**src/rtl/trace_step_loader_if.sv**
```systemverilog
// Beat-in / step-out handshake bundle for trace_step_loader.
// slave is the loader side, master is the feeder/consumer side.
interface trace_step_loader_if #(
  parameter int unsigned STEP_W = 560,
  parameter int unsigned WORD_W = 16,
  parameter int unsigned IDX_W  = 32
) ();

  logic              in_valid;
  logic              in_ready;
  logic [WORD_W-1:0] in_data;
  logic              in_sop;
  logic              out_valid;
  logic              out_ready;
  logic [STEP_W-1:0] out_step;
  logic [IDX_W-1:0]  out_index;
  logic              frame_err;

  modport master (
    output in_valid, in_data, in_sop, out_ready,
    input  in_ready, out_valid, out_step, out_index, frame_err
  );

  modport slave (
    input  in_valid, in_data, in_sop, out_ready,
    output in_ready, out_valid, out_step, out_index, frame_err
  );

endinterface

```
**src/rtl/trace_step_loader.sv**
```systemverilog
// Deserializes LSB-first framed 16-bit beats into full trace steps, with one assembly
// buffer plus one output register so steps stream without bubbles.
module trace_step_loader #(
  parameter int unsigned STEP_W = 560,
  parameter int unsigned WORD_W = 16,
  parameter int unsigned IDX_W  = 32
) (
  input logic                 clk,
  input logic                 rst,
  trace_step_loader_if.slave  bus
);

  localparam int unsigned BEATS = STEP_W / WORD_W;
  localparam int unsigned CNT_W = (BEATS > 1) ? $clog2(BEATS) : 1;
  localparam logic [CNT_W-1:0] LastCnt = CNT_W'(BEATS - 1);

  if ((STEP_W % WORD_W) != 0) begin : g_bad_width
    $fatal(1, "trace_step_loader: STEP_W must be a multiple of WORD_W");
  end

  typedef enum logic [1:0] {StIdle, StFill, StFull} state_e;

  state_e            state_q;
  logic [CNT_W-1:0]  cnt_q;
  logic [STEP_W-1:0] asm_q;
  logic              out_valid_q;
  logic [STEP_W-1:0] out_step_q;
  logic [IDX_W-1:0]  out_index_q;
  logic              frame_err_q;

  logic              in_ready;
  logic              accept;
  logic              take;
  logic              out_free;
  logic [CNT_W-1:0]  pos;
  logic [STEP_W-1:0] merged;

  assign in_ready = (state_q != StFull);
  assign accept   = bus.in_valid & in_ready;
  assign take     = out_valid_q & bus.out_ready;
  // Output register can accept a load if empty or being drained this cycle.
  assign out_free = ~out_valid_q | bus.out_ready;

  // Beat slot: a start-of-packet or a beat in IDLE always lands at position 0.
  always_comb begin
    pos    = (state_q == StIdle || bus.in_sop) ? '0 : cnt_q;
    merged = asm_q;
    merged[pos*WORD_W +: WORD_W] = bus.in_data;
  end

  always_ff @(posedge clk or posedge rst) begin
    if (rst) begin
      state_q     <= StIdle;
      cnt_q       <= '0;
      asm_q       <= '0;
      out_valid_q <= 1'b0;
      out_step_q  <= '0;
      out_index_q <= '0;
      frame_err_q <= 1'b0;
    end else begin
      if (take) begin
        out_valid_q <= 1'b0;
        out_index_q <= out_index_q + IDX_W'(1);
      end
      unique case (state_q)
        StIdle: begin
          if (accept) begin
            if (bus.in_sop) begin
              asm_q   <= merged;
              cnt_q   <= CNT_W'(1);
              state_q <= StFill;
            end else begin
              frame_err_q <= 1'b1;
            end
          end
        end
        StFill: begin
          if (accept) begin
            asm_q <= merged;
            if (bus.in_sop) begin
              // Restart: the partial step is dropped and this beat becomes beat 0.
              frame_err_q <= 1'b1;
              cnt_q       <= CNT_W'(1);
            end else if (cnt_q == LastCnt) begin
              cnt_q <= '0;
              if (out_free) begin
                out_step_q  <= merged;
                out_valid_q <= 1'b1;
                state_q     <= StIdle;
              end else begin
                state_q <= StFull;
              end
            end else begin
              cnt_q <= cnt_q + CNT_W'(1);
            end
          end
        end
        StFull: begin
          if (out_free) begin
            out_step_q  <= asm_q;
            out_valid_q <= 1'b1;
            state_q     <= StIdle;
          end
        end
        default: state_q <= StIdle;
      endcase
    end
  end

  assign bus.in_ready  = in_ready;
  assign bus.out_valid = out_valid_q;
  assign bus.out_step  = out_step_q;
  assign bus.out_index = out_index_q;
  assign bus.frame_err = frame_err_q;

endmodule

```
**src/flat_wrapper.sv**
```systemverilog
// flat-port wrapper written by rule: the top's interface ports become plain ports
module trace_step_loader_flat 
#(
  parameter int unsigned STEP_W = 560,
  parameter int unsigned WORD_W = 16,
  parameter int unsigned IDX_W  = 32
)
  (clk, rst, bus_in_valid, bus_in_data, bus_in_sop, bus_out_ready, bus_in_ready, bus_out_valid, bus_out_step, bus_out_index, bus_frame_err);
  trace_step_loader_if #(.STEP_W(STEP_W), .WORD_W(WORD_W), .IDX_W(IDX_W)) bus_i ();
  input logic clk;
  input logic rst;
  input wire logic [$bits(bus_i.in_valid)-1:0] bus_in_valid;
  input wire logic [$bits(bus_i.in_data)-1:0] bus_in_data;
  input wire logic [$bits(bus_i.in_sop)-1:0] bus_in_sop;
  input wire logic [$bits(bus_i.out_ready)-1:0] bus_out_ready;
  output wire logic [$bits(bus_i.in_ready)-1:0] bus_in_ready;
  output wire logic [$bits(bus_i.out_valid)-1:0] bus_out_valid;
  output wire logic [$bits(bus_i.out_step)-1:0] bus_out_step;
  output wire logic [$bits(bus_i.out_index)-1:0] bus_out_index;
  output wire logic [$bits(bus_i.frame_err)-1:0] bus_frame_err;
  assign bus_i.in_valid = bus_in_valid;
  assign bus_i.in_data = bus_in_data;
  assign bus_i.in_sop = bus_in_sop;
  assign bus_i.out_ready = bus_out_ready;
  assign bus_in_ready = bus_i.in_ready;
  assign bus_out_valid = bus_i.out_valid;
  assign bus_out_step = bus_i.out_step;
  assign bus_out_index = bus_i.out_index;
  assign bus_frame_err = bus_i.frame_err;
  trace_step_loader #(.STEP_W(STEP_W), .WORD_W(WORD_W), .IDX_W(IDX_W)) u_core (.clk(clk), .rst(rst), .bus(bus_i));
endmodule
```
**config.mk**
```make
export PLATFORM = sky130hd
export DESIGN_NAME = trace_step_loader_flat
export DESIGN_NICKNAME = d
export VERILOG_FILES = /design/src/rtl/trace_step_loader_if.sv /design/src/rtl/trace_step_loader.sv /design/src/flat_wrapper.sv
export SDC_FILE = /design/constraint.sdc
export NUM_CORES = 2
export LEC_CHECK = 0
export BUFFER_PORTS_ARGS = -buffer_cell sky130_fd_sc_hd__buf_2
export CORE_MARGIN = 5
export CORE_UTILIZATION = 58
export DETAILED_ROUTE_END_ITERATION = 6
export PLACE_DENSITY = 0.8
export SKIP_LAST_GASP = 1
export SLEW_MARGIN = 20
export SYNTH_ARGS = -nofsm -noshare
export SYNTH_HDL_FRONTEND = slang
export SYNTH_SLANG_ARGS = --single-unit
```
**constraint.sdc**
```tcl
create_clock -name clk -period 48.8 [get_ports clk]
set_input_delay 9.76 -clock clk [delete_from_list [all_inputs] [get_ports clk]]
set_output_delay 9.76 -clock clk [all_outputs]
set_load 0.01 [all_outputs]
```
==> results.cfg <==
[job]
max_cap_violations = 0

[clocking]
hold_buffers = 0
cts_root_buf = clkbuf_16
clkLatencyLatePin_ns = 0.69
ctsHtreeMaxLevel = 3
cts_buffers = 114
post_cts_resized = 0
clock_path_buffers = 3
cts_tree = done
clkSlewWorstSetupHoldPaths_ns = 0.06
clock-sinks = 1162
cts_setup_buffers = 0

[critical_path]
path_common_cell = nand2_1
slowest_stage = nor2_2
worstSetupPathType = in -> reg
crit_arrival_ns = 14.48
critPathBufInv = 2
endpoint_kind = flip-flop
crit_fanout = 23
worst_r2r_path_depth = 9
worstSetupPathDepth = 10
critPathTopFamily = simple AND/OR/NAND/NOR gates
required_ns = 49.36
cpPeakStageDelay_ns = 0.90
crit_path_start_kind = input pin
worstPathCellList = buf_2 > nor2_1 > nand2_1 > ha_1 > buf_4 > nand2_1 > nor3_2 > o2111ai_2 > nor2_2 > mux2_2

[min_path]
hold_depth = 2
hold_path_class = reg -> reg

[floorplan]
dieArea_um2 = 89430
core_um2 = 83290
fp.dieH_um = 299.1
fp.dieW_um = 299.1
pin_count = 616
initial_core_util_pct = 58.18
num_rows = 106

[placement]
place.gp.congestion = 0.9292
portBuffers = 615
dp_hpwl_um = 97850

[detailed_routing]
drtPass1Iterations = 6
wl_um = 146600
ant_nets = 0
wire_per_inst_um = 23.93
vias = 36449
drt_iter0_markers = 3336
drc = 0
via_per_inst = 5.951

[yosys]
synth-seq-cells = 1162
synth_top_family_by_area = simple AND/OR/NAND/NOR gates
ys_types = 65
avgSynthCellArea_um2 = 10.85
ys.flop_type = dfrtp_1
synthAdderAreaFrac_pct = 0.2066
synth_nets = 4495
synthSimpleGateAreaFrac_pct = 14.12
syn_area_um2 = 48460
synth_compound_area_share_pct = 8.040
synth_edf_count = 0
yosysWarnings = 0
synth_xor_area_share_pct = 0.7229
synthArstFlopShare_pct = 100.0
seq_area_frac_synth_pct = 60.00
synthMuxAreaShare_pct = 13.75
synthCells = 4466

[sta]
worstMarginPinSlew_ns = 1.229
fmax_mhz = 71.81
hold_ws_ns = 0.4597
rsz0062_at_grt = false
finalCritPeriodShare_pct = 28.54
finalSetupViolCount = 0
hold_viol = 0
report.final.slew_viol_count = 0
slew_headroom_pct = 17.41
period_minus_slack_ns = 13.93
fin_setup_tns_ns = 0
finClkSkew_ns = 0.02492

[final_layout]
mostFrequentLayoutCell = dfrtp_1
drive_gt1_share_pct = 27.64
final_nets = 4978
syn2layout_area_growth_pct = 15.95
layout_common_cells = dfrtp_1, nand2_1, buf_2, mux2_2, o21ai_0

[global_routing]
gr-total-overflow = 0
grt_max_degree = 249
antenna_found_initial = 7
grt_pass1_wl_um = 223200
gr-usage-all-layers_pct = 32.16
grt_pass1_vias = 36242

[power_and_ir_drop]
ir_drop_mv = 0.03158
leakagePower_nw = 29.56
power_density_nw_per_um2 = 42.98

[status]
status = finished clean
## metal layers
metal	global-route usage, %	routed length [um]
met5	0	36
met4	16.44	8723
met3	7.025	11930
met2	50.18	67510
met1	43.04	58390
## final timing paths
| kind | slack (ns) | startpoint | to |
|---|---|---|---|
| worst max-delay path | 34.87 | bus_in_sop | u_core.asm_q[221] |
| worst min-delay path | 0.46 | u_core.asm_q[332] | u_core.bus.out_step[332] |
| worst max register to register | 43.17 | u_core.cnt_q[0] | u_core.bus.out_step[72] |
| worst min register to register | 0.46 | u_core.asm_q[332] | u_core.bus.out_step[332] |
| max in group asynchronous | 36.51 | rst | u_core.asm_q[17] |
| min in group asynchronous | 9.22 | rst | u_core.bus.out_step[54] |
## layout make-up
type / count / area, um^2
Timing Repair Buffer: 692 / 3759
Fill cell: 6153 / 27100
Antenna cell: 2 / 5.005
Inverter: 49 / 191.4
Multi-Input combinational cell: 2930 / 17960
Sequential cell: 1162 / 29080
Clock inverter: 41 / 541.8
Tap cell: 1080 / 1351
Clock buffer: 169 / 3299
## cell families after synthesis
logic type	after synthesis
fa+ha+maj	8
xor+xnor	40
compound gates	685
buf+inv	374
flops	1162
simple gates	1594
mux	603
## power breakdown
group	internal, W	switching (W)	total [W]
clock network	0.000517	0.000380	0.000897
registers	0.00104	0.0000602	0.00110
logic	0.000125	0.000298	0.000422
total	0.00168	0.000738	0.00242
## through the flow
step	utilization [%]	setup slack (ns)	cell area (um^2)	std cells	total power, W
after global placement	62.77	34.08	52280	5912	0.001518
after floorplan	-	6.311	48460	4466	0.001334
final	67.46	34.87	56190	6125	0.002415
after global routing	67.46	34.58	56180	6123	0.002506
after detailed placement	62.77	33.97	52280	5912	0.001526
after CTS	67.38	34.64	56120	6122	0.002418
## synth_stat cells, types with 9 or more instances
cell         n  area, um^2
dfrtp_1   1162       29080
nand2_1   1041        3908
mux2_2     457        5146
o21ai_0    322        1612
nor2_1     228       855.8
clkbuf_1   226       848.3
a21oi_1    162       810.8
mux2i_1    132        1321
nand3_1     89       445.4
a31oi_1     84       525.5
and2_1      69       431.7
buf_2       60       300.3
inv_1       49       183.9
nor3_1      44       220.2
buf_1       30       112.6
o221ai_1    30       262.8
xnor2_1     25       219.0
nand4_1     19       118.9
o211ai_1    19       142.6
nand2b_1    17       106.4
o22ai_1     17       106.4
o21a_1      16       120.1
o211a_1     15       150.1
xor2_1      15       131.4
or3_1       12       75.07
mux2_4      10       150.1
nor2b_1      9       56.30
nor3_2       9       90.09
## registers in the layout (all words and copies together), names as in the netlist
| name | count |
|---|---|
| u_core.bus.out_step | 560 |
| u_core.state_q | 2 |
| u_core.asm_q | 560 |
| u_core.bus.frame_err | 1 |
| u_core.bus.out_index | 32 |
| u_core.cnt_q | 6 |
| u_core.bus.out_valid | 1 |
## worst register-to-register path: cells and delay by family, from the launching register on
family                   cells  cell delay, ns
adder cells (fa/ha/maj)      1            0.30
buffers and inverters        3            2.25
AND/OR/NAND/NOR              2            0.92
AO/OA/AOI/OAI                3            1.25
flip-flops                   1            0.75
Note: power is estimated with default switching activity, not from simulation.
